**src/rtl/afpm_op_scheduler.sv**
```systemverilog
// Round-robin sequencer in front of the byte-serial log FP16 multiplier core.
// Optional macro AFPM_ZERO_BYPASS_EN: zero-magnitude operands skip the core.
module afpm_op_scheduler #(
    parameter int CORE_LATENCY = 2,
    parameter int CNT_W        = 4
) (
    input  logic        clk,
    input  logic        rst,
    input  logic        req0_valid,
    output logic        req0_ready,
    input  logic [15:0] req0_a,
    input  logic [15:0] req0_b,
    input  logic        req1_valid,
    output logic        req1_ready,
    input  logic [15:0] req1_a,
    input  logic [15:0] req1_b,
    output logic        rsp_valid,
    input  logic        rsp_ready,
    output logic        rsp_id,
    output logic [15:0] rsp_data,
    output logic [7:0]  core_a_byte,
    output logic [7:0]  core_b_byte,
    output logic        core_load,
    input  logic [7:0]  core_res_byte,
    output logic        busy
);

    typedef enum logic [2:0] {
        IDLE, SEND_LO, SEND_HI, WAIT, RECV_LO, RECV_HI, RESP
    } state_t;

    state_t            state;
    state_t            next_state;
    logic [15:0]       op_a;
    logic [15:0]       op_b;
    logic [15:0]       result;
    logic              op_id;
    logic              prio;
    logic [CNT_W-1:0]  cnt;
    logic              any_valid;
    logic              grant;
    logic              bypass;
    logic [15:0]       sel_a;
    logic [15:0]       sel_b;

    // With both requesters valid the priority pointer decides; otherwise the lone one wins.
    always_comb begin
        any_valid = req0_valid | req1_valid;
        grant     = (req0_valid && req1_valid) ? prio : req1_valid;
        sel_a     = grant ? req1_a : req0_a;
        sel_b     = grant ? req1_b : req0_b;
`ifdef AFPM_ZERO_BYPASS_EN
        bypass    = (sel_a[14:0] == 15'd0) || (sel_b[14:0] == 15'd0);
`else
        bypass    = 1'b0;
`endif
    end

    always_ff @(posedge clk) begin
        if (rst) begin
            state <= IDLE;
        end else begin
            state <= next_state;
        end
    end

    always_comb begin
        next_state = state;
        case (state)
            IDLE:    if (any_valid) next_state = bypass ? RESP : SEND_LO;
            SEND_LO: next_state = SEND_HI;
            SEND_HI: next_state = (CORE_LATENCY == 0) ? RECV_LO : WAIT;
            WAIT:    if (cnt == CNT_W'(1)) next_state = RECV_LO;
            RECV_LO: next_state = RECV_HI;
            RECV_HI: next_state = RESP;
            RESP:    if (rsp_ready) next_state = IDLE;
            default: next_state = IDLE;
        endcase
    end

    // Operand latch, wait counter, result assembly and round-robin pointer.
    always_ff @(posedge clk) begin
        if (rst) begin
            op_a   <= 16'd0;
            op_b   <= 16'd0;
            op_id  <= 1'b0;
            prio   <= 1'b0;
            result <= 16'd0;
            cnt    <= '0;
        end else begin
            case (state)
                IDLE: begin
                    if (any_valid) begin
                        op_a   <= sel_a;
                        op_b   <= sel_b;
                        op_id  <= grant;
                        result <= bypass ? {sel_a[15] ^ sel_b[15], 15'd0} : 16'd0;
                    end
                end
                SEND_HI: cnt <= CNT_W'(CORE_LATENCY);
                WAIT:    cnt <= cnt - CNT_W'(1);
                RECV_LO: result[7:0]  <= core_res_byte;
                RECV_HI: result[15:8] <= core_res_byte;
                RESP: begin
                    if (rsp_ready) prio <= ~op_id;
                end
                default: ;
            endcase
        end
    end

    always_comb begin
        req0_ready  = (state == IDLE) && req0_valid && !grant;
        req1_ready  = (state == IDLE) && req1_valid && grant;
        busy        = (state != IDLE);
        core_load   = 1'b0;
        core_a_byte = 8'd0;
        core_b_byte = 8'd0;
        rsp_valid   = 1'b0;
        rsp_data    = 16'd0;
        rsp_id      = 1'b0;
        case (state)
            SEND_LO: begin
                core_load   = 1'b1;
                core_a_byte = op_a[7:0];
                core_b_byte = op_b[7:0];
            end
            SEND_HI: begin
                core_load   = 1'b1;
                core_a_byte = op_a[15:8];
                core_b_byte = op_b[15:8];
            end
            RESP: begin
                rsp_valid = 1'b1;
                rsp_data  = result;
                rsp_id    = op_id;
            end
            default: ;
        endcase
    end

endmodule

```
**config.mk**
```make
export PLATFORM = sky130hd
export DESIGN_NAME = afpm_op_scheduler
export DESIGN_NICKNAME = d
export VERILOG_FILES = /design/src/rtl/afpm_op_scheduler.sv
export SDC_FILE = /design/constraint.sdc
export NUM_CORES = 1
export LEC_CHECK = 0
export CAP_MARGIN = 20
export CELL_PAD_IN_SITES_DETAIL_PLACEMENT = 1
export CELL_PAD_IN_SITES_GLOBAL_PLACEMENT = 1
export CORE_MARGIN = 3
export CORE_UTILIZATION = 29
export CTS_CLUSTER_DIAMETER = 80
export DETAILED_ROUTE_END_ITERATION = 12
export GPL_TIMING_DRIVEN = 0
export HOLD_SLACK_MARGIN = 0.06
export PLACE_DENSITY_LB_ADDON = 0.1
export SYNTH_ARGS = -nofsm -noshare
export SYNTH_HDL_FRONTEND = slang
export SYNTH_SLANG_ARGS = --single-unit
```
**constraint.sdc**
```tcl
create_clock -name clk -period 1.5 [get_ports clk]
set_clock_uncertainty 0.1 [all_clocks]
set_input_delay 0.225 -clock clk [delete_from_list [all_inputs] [get_ports clk]]
set_output_delay 0.225 -clock clk [all_outputs]
set_load 0.01 [all_outputs]
```
==> results.sh <==
export IMPL_std_cell_rows=36
export IMPL_multi_input_gate_area_in_the_final_layout_mm2=0.001774
export IMPL_area_growth_synth_to_final_pct=72.32
export IMPL_grt_overflow=0
export IMPL_drive_gt1_frac=0.3758
export IMPL_hold_buffers=0
export IMPL_crit_path_max_incr_delay_ns=0.36
export IMPL_synth_edf_count=0
export IMPL_dp_hpwl_mm=7.675
export IMPL_grt_pass1_wl_mm=18.73
export IMPL_worstSetupEndpointType="output port"
export IMPL_synth_area_top_cells="dfxtp_1 37%, a221oi_2 14%, o32ai_1 9.2%"
export IMPL_report_final_slew_viol_count=0
export IMPL_report_final_hold_viol_count=0
export IMPL_grt_start_max_net_pins=11
export IMPL_max_clock_freq_mhz=520.0
export IMPL_crit_type="register to output port"
export IMPL_drt_drc_violations_left=0
export IMPL_dp_cells=571
export IMPL_worstSkewPairLatency_ns=0.35
export IMPL_async_flop_share=0
export IMPL_cts_buffers=9
export IMPL_synth_most_common_cell="dfxtp_1"
export IMPL_detail_route_first_pass_iterations=4
export IMPL_via_count_of_the_first_global_routing_pass=3487
export IMPL_power_density_mw_per_mm2=959.3
export IMPL_commonest_cells_post_synth="57 x dfxtp_1, 35 x inv_1, 32 x o32ai_1"
export IMPL_hold_class="input port to register"
export IMPL_first_iter_violations=112
export IMPL_timing_final_ws_setup_ns=-0.4231
export IMPL_finalWorstPathRequiredPeriod_ns=1.923
export IMPL_critical_path_top_cell_by_count="buf_6"
export IMPL_initial_core_util=0.3052
export IMPL_register_cell_area_after_layout_mm2=0.001150
export IMPL_die_w_um=108.6
export IMPL_violations="negative setup slack"
export IMPL_tritoncts="built"
export IMPL_track_usage=0.2084
export IMPL_max_slew_margin=0.4685
export IMPL_detail_route_wl_per_cell_um=19.19
export IMPL_wirelength_mm=12.05
export IMPL_io_buffer_count=113
export IMPL_layout_worst_path_cycle_share=1.282
export IMPL_synthesis_area_per_instance_um2=9.390
export IMPL_syn_inst=325
export IMPL_clockBufferDepth=2
export IMPL_yosys_area_top_type="dfxtp_1"
export IMPL_setup_violations_final=89
export IMPL_synth_top_flop_cell="dfxtp_1"
export IMPL_route_vias_total=3219
export IMPL_cp_buffers_inverters=4
export IMPL_synth_ff_latch_count=57
export IMPL_slowest_stage="dfxtp_4"
export IMPL_die_area_mm2=0.01179
export IMPL_cp_max_fo=6
export IMPL_cp_cell_sequence="buf_8, and3b_2, buf_6, buf_6, and2_4, buf_6"
export IMPL_total_power_w=0.005045
export IMPL_irDropWorstVdd_v=0.0003591
export IMPL_clkTransAtPathRegs_ns=0.08
export IMPL_antenna_cells_inserted=0
export IMPL_tightestPinTransition_ns=0.7972
export IMPL_top_level_ports=115
export IMPL_ctsRootBufferMaster="clkbuf_8"
export IMPL_ant_nets=0
export IMPL_critical_path_arrival_ns=1.60
export IMPL_finalNonFillerCells=628
export IMPL_outcome="complete, but fails checks"
export IMPL_worst_path_dominant_cell_family="buffers and inverters"
export IMPL_cp_required_ns=1.17
export IMPL_fin_nets=569
export IMPL_synth_top_cell_area_share=0.3739
export IMPL_drv_cap=0
export IMPL_cts_sink_count=57
export IMPL_p_leak_nw=2.032
export IMPL_unrepaired_setup_endpoints_after_global_routing="yes"
export IMPL_syn_cell_area_mm2=0.003052
export IMPL_gp_congestion=0.7520
export IMPL_mappedNetlistNets=404
export IMPL_post_place_ws_ns=-1.032
export IMPL_timing_critical_path_from_type="register"
export IMPL_distinct_cell_type_count_of_the_synthesized_netlist=41
export IMPL_grt_antenna_before_repair=0
export IMPL_seq_area_frac_synth=0.3739
export IMPL_layout_core_utilization=0.5259
export IMPL_cts_htree_levels=3
export IMPL_via_per_inst=5.126
export IMPL_synth_warnings=0
export IMPL_layout_filler_cells=1125
export IMPL_fp_dieH_um=108.6
export IMPL_core_area_mm2=0.01000
[sequential cells by signal, indices dropped and copies added, names as in the netlist]
register  count
op_id         1
prio          1
result       16
op_a         16
state         3
cnt           4
op_b         16
[power breakdown]
part           total, W  internal [W]  switching [W]  leakage, nW
Clock           0.00147      0.000810       0.000662       0.0974
Combinational   0.00182      0.000997       0.000823         1.47
Sequential      0.00175       0.00166      0.0000905        0.470
[per-layer routing]
layer	up-vias	share of wire	GRT usage
met3	12	0.063	0.05910
li1	1569	-	-
met5	-	0	0
met2	87	0.51	0.3751
met1	1551	0.41	0.2387
met4	0	0.015	0.06041
[placed cells by master, fill, tap and decap left out, types with 2 or more instances in the layout]
master	count
nor2_1	2
buf_2	24
o211ai_1	16
a21oi_2	2
dfxtp_4	2
clkdlybuf4s50_1	73
a211oi_1	2
and3b_1	2
nor2b_1	3
dlygate4sd2_1	2
inv_1	35
nor3b_4	2
nor2_2	2
o21ai_0	2
clkbuf_2	3
nor3_4	2
buf_8	5
a21oi_1	18
a221oi_2	31
o32ai_1	32
buf_16	3
and2_1	6
clkbuf_1	11
nand3b_1	4
inv_2	2
clkinv_2	2
buf_12	4
nand2_1	20
ha_1	2
buf_4	17
a21oi_4	2
dfxtp_1	54
buf_6	48
clkbuf_8	11
a22o_1	16
and2_4	11
[worst register-to-register path, stage by stage (launching register included)]
cell and delay, ns:
dfxtp_4 0.36, buf_4 0.14, buf_6 0.11, nor3_4 0.14
buf_6 0.14, o21ai_4 0.11, buf_12 0.17, buf_8 0.13
a221oi_4 0.28
[final cells by class]
class | instances | share of cell area
multi-input combinational | 196 | 0.3374
inverter | 37 | 0.02641
timing repair buffer | 157 | 0.2984
tap | 133 | 0.03164
clock buffer | 13 | 0.02831
sequential | 57 | 0.2187
clock inverter | 3 | 0.007614
buffer | 32 | 0.05163
[stage by stage]
step           hold slack [ns]  setup TNS, ns  area (um2)
2_1_floorplan           0.2411       -0.03263        3067
3_3_place_gp            0.3470         -50.09        4364
3_5_place_dp            0.3558         -52.49        4364
4_1_cts                 0.3396         -22.94        5149
5_1_grt                 0.3733         -26.93        5259
6_report                0.3546         -21.32        5259
[what timing repair did]
item / 4_1_cts / 5_1_grt
pin swaps: 61 / 29
cloned: 6 / 0
setup buffers: 37 / 5
endpoints found under the setup margin: 88 / 90
gates resized for setup: 260 / 30
[worst paths after layout]
check	from	endpoint	slack [ns]	cells past startpoint
worst max-delay path	state[1]	rsp_id	-0.42	6
worst min register to register	op_a[6]	op_a[6]	0.37	2
worst min-delay path	rst	op_b[2]	0.35	2
worst max register to register	state[1]	op_b[9]	-0.27	8
[logic make-up after synthesis]
group / share of synthesized area
AO/OA/AOI/OAI: 0.4010
adder cells (fa/ha/maj): 0.008199
buffers and inverters: 0.09717
flip-flops: 0.3739
AND/OR/NAND/NOR: 0.1197
Note: power is estimated with default switching activity, not from simulation.
==> patch 1 (config.mk and constraints unchanged) <==
Build with the macro `AFPM_ZERO_BYPASS_EN` defined.
--- a/src/rtl/afpm_op_scheduler.sv
+++ b/src/rtl/afpm_op_scheduler.sv
@@ -1,5 +1,7 @@
 // Round-robin sequencer in front of the byte-serial log FP16 multiplier core.
 // Optional macro AFPM_ZERO_BYPASS_EN: zero-magnitude operands skip the core.
+`define AFPM_ZERO_BYPASS_EN
+
 module afpm_op_scheduler #(
     parameter int CORE_LATENCY = 2,
     parameter int CNT_W        = 4
Function: changed (a bounded check fails within 4 cycles, from zero or initial values and one cycle with rst high).
==> patch 1 against the original RTL <==
The flow still finishes with violations (setup timing); wire length up 22%; die area up 2.5%; area after synthesis up 2.6%; sequential cell count unchanged; highest routed layer unchanged; cell area up 14%; count of clock-buffer cells in the layout down 3; utilization up 5.0 points; sequential share of layout area down 2.7 points; worst setup slack worse by 0.050 ns.
Power is not compared: it rests on default switching activity, and its combinational part moved more than twofold at a synthesized area within 25%.
==> patch 1: results (changes against the original RTL) <==
[cells_and_area]
post_route_cell_area_sq_um=6000  ; was 5260 sq um
layout-drive-gt1-share=0.510  ; was 0.376

[synthesis]
synth-adder-area-share=0.00799  ; was 0.00820
synth_compound_area_frac=0.239  ; was 0.401
synth.lib_cells_used.distinct=46  ; was 41
post_synthesis_share_of_cell_area_spent_on_xor_and_xnor_gates=0.00839  ; was 0

[placement]
routabilityCongestion=0.827  ; was 0.752
placed_area_sq_um=4450  ; was 4360 sq um
dpl_worst_slack_ns=-1.00  ; was -1.03 ns
place.detailed.hpwl_mm=8.70  ; was 7.67 mm

[timing]
fin_ws_ns=-0.473  ; was -0.423 ns
timing_worst_slew_pin_value_ns=0.822  ; was 0.797 ns
whs_ns=0.271  ; was 0.355 ns
setup_viol_count_final=92  ; was 89

[global_route]
grt_usage=0.218  ; was 0.208
first_global_vias=3698  ; was 3487
globalRouteMet1Util=0.259  ; was 0.239

[floorplanning]
initial_core_util=0.301  ; was 0.305

[status]
outcome=finished, violations left  ; unchanged
failing_checks=setup timing  ; unchanged

[route]
postRouteWirelength_mm=14.7  ; was 12.1 mm
wl_met3_um=687  ; was 764 um

[setup_path]
ff2ff_setup_slack_ns=-0.25  ; was -0.27 ns
worst_r2r_startpoint=state[0]  ; was state[1]

[min_path]
worst_hold_startpoint=req1_b[10]  ; was rst
timing.hold.worst_path_depth=3  ; was 2
hold_end=op_b[10]  ; was op_b[2]

-- patch 1: changes by cell type after synthesis, sizes merged, moves of 16 or more --
cell,change
mux2i,+33
nand3,+20
o211ai,-16
a221oi,-31
inv,-32
a211oi,+30
nor2,+39
o32ai,-32
-- patch 1: cell type report --
cell class | instances | area share
tap | 136 | 0.0284
multi-input combinational | 261 | 0.405
clock inverter | 6 | 0.0175
clock buffer | 10 | 0.0229
buffer | 25 | 0.0519
sequential | 57 | 0.192
inverter | 5 | 0.00313
timing repair buffer | 160 | 0.279
-- patch 1: per-stage QoR --
stage	setup TNS (ns)	power, mW
final	-21.50	10.3
after CTS	-18.26	8.16
after floorplan	0	4.39
after global placement	-54.20	5.61
after detailed placement	-55.07	5.67
after global routing	-27.57	10.7
-- patch 1: repair_timing --
action,CTS,global route
gates cloned,6,6
buffers inserted,25,14
gates resized for setup,260,155
pin swaps,37,65
endpoints found under the setup margin,93,94
hold endpoints to repair,0,0
==> patch 2 (config.mk and constraints unchanged) <==
Without the edit above. Re-encode `state_t` (7 states) as one-hot, 7 bits wide.
--- a/src/rtl/afpm_op_scheduler.sv
+++ b/src/rtl/afpm_op_scheduler.sv
@@ -25,8 +25,8 @@
     output logic        busy
 );
 
-    typedef enum logic [2:0] {
-        IDLE, SEND_LO, SEND_HI, WAIT, RECV_LO, RECV_HI, RESP
+    typedef enum logic [6:0] {
+        IDLE = 7'b0000001, SEND_LO = 7'b0000010, SEND_HI = 7'b0000100, WAIT = 7'b0001000, RECV_LO = 7'b0010000, RECV_HI = 7'b0100000, RESP = 7'b1000000
     } state_t;
 
     state_t            state;
Function: no difference found for any inputs over 10 cycles, from zero or initial values and one cycle with rst high; not proved beyond that.
==> patch 2 against the original RTL <==
The run still ends with setup timing left; total power grew 5.8%; highest routed layer unchanged; non-clock buffer count grew 16; maximum frequency shrank 20%; first-iteration DRC count grew 21%; area after synthesis down 0.53%; via count is 3.4% higher; die area is 0.50% lower; wire length grew 8.7%; largest power group is now sequential cells; sequential cell count increased by 4; critical endpoint is now core_a_byte[7]; clock power is 16% higher; cell area rose by 9.9%; worst setup slack worse by 0.48 ns.
==> patch 2: results (changes against the original RTL) <==
[status]
outcome=finished, violations left  ; unchanged
failing_checks=setup timing  ; unchanged

[timing]
whs_ns=0.388  ; was 0.355 ns
setup_viol_count_final=98  ; was 89
fin_ws_ns=-0.904  ; was -0.423 ns
aggregate_negative_setup_slack_ns=-55.83  ; was -21.32 ns

[setup_path]
cp.arrival_ns=2.08  ; was 1.60 ns
critPathMaxFanout=5  ; was 6

[min_path]
timing.hold.worst.class=reg -> reg  ; was in -> reg
worst_hold_startpoint=result[3]  ; was rst

[pwr]
power_mw=5.34  ; was 5.04 mW
p_clk_frac=0.320  ; was 0.292

[synthesis]
synth.top_cells.by_area=sky130_fd_sc_hd__dfxtp_1 40%, sky130_fd_sc_hd__mux2i_1 11%, sky130_fd_sc_hd__a22o_1 9.2%  ; was sky130_fd_sc_hd__dfxtp_1 37%, sky130_fd_sc_hd__a221oi_2 14%, sky130_fd_sc_hd__o32ai_1 9.2%
synth_top_cells_by_count=61 x sky130_fd_sc_hd__dfxtp_1, 43 x sky130_fd_sc_hd__nor2_1, 34 x sky130_fd_sc_hd__mux2i_1  ; was 57 x sky130_fd_sc_hd__dfxtp_1, 35 x sky130_fd_sc_hd__inv_1, 32 x sky130_fd_sc_hd__o32ai_1
yosysSeqAreaShare=0.402  ; was 0.374

[route]
vias=3330  ; was 3219
route.detailed.vias_per_inst=5.16  ; was 5.13
dr.first_iter.drc_count=135  ; was 112

[global_route]
grt_first_pass_wirelength_mm=17.5  ; was 18.7 mm
grt_usage=0.192  ; was 0.208

[cts]
post_cts_sizing=222  ; was 260

[cells_and_area]
fillerInstances=1084  ; was 1125
final_nets=586  ; was 569

[placement]
routabilityCongestion=0.791  ; was 0.752
placed_cells_incl_taps=565  ; was 571
placed_area_sq_um=4420  ; was 4360 sq um

[patch 2: layout make-up]
cell class	instances	area share
Multi-Input combinational cell	225	0.351
Timing Repair Buffer	187	0.337
Sequential cell	61	0.215
Tap cell	133	0.0288
Buffer	18	0.0262
Clock buffer	10	0.0221
Clock inverter	6	0.0165
Inverter	5	0.00390
[patch 2: routing by layer]
| metal | GRT usage | wire, um | part of all wire |
|---|---|---|---|
| met5 | 0 | 0 | 0 |
| met1 | 0.231 | 5400 | 0.41 |
| met4 | 0.0478 | 257 | 0.020 |
| met2 | 0.346 | 6880 | 0.53 |
| met3 | 0.0424 | 559 | 0.043 |
[patch 2: cells by family after synthesis]
kind of cell / share of synthesized area
compound gates: 0.226
mux: 0.112
xor+xnor: 0.00577
simple gates: 0.186
buf+inv: 0.0594
fa+ha+maj: 0.00824
flops: 0.402
[patch 2: path summary, 6_finish.rpt]
kind	endpoint	cells past startpoint
max	core_a_byte[7]	8
min	result[3]	1
max reg2reg	op_a[2]	10
min reg2reg	result[3]	1
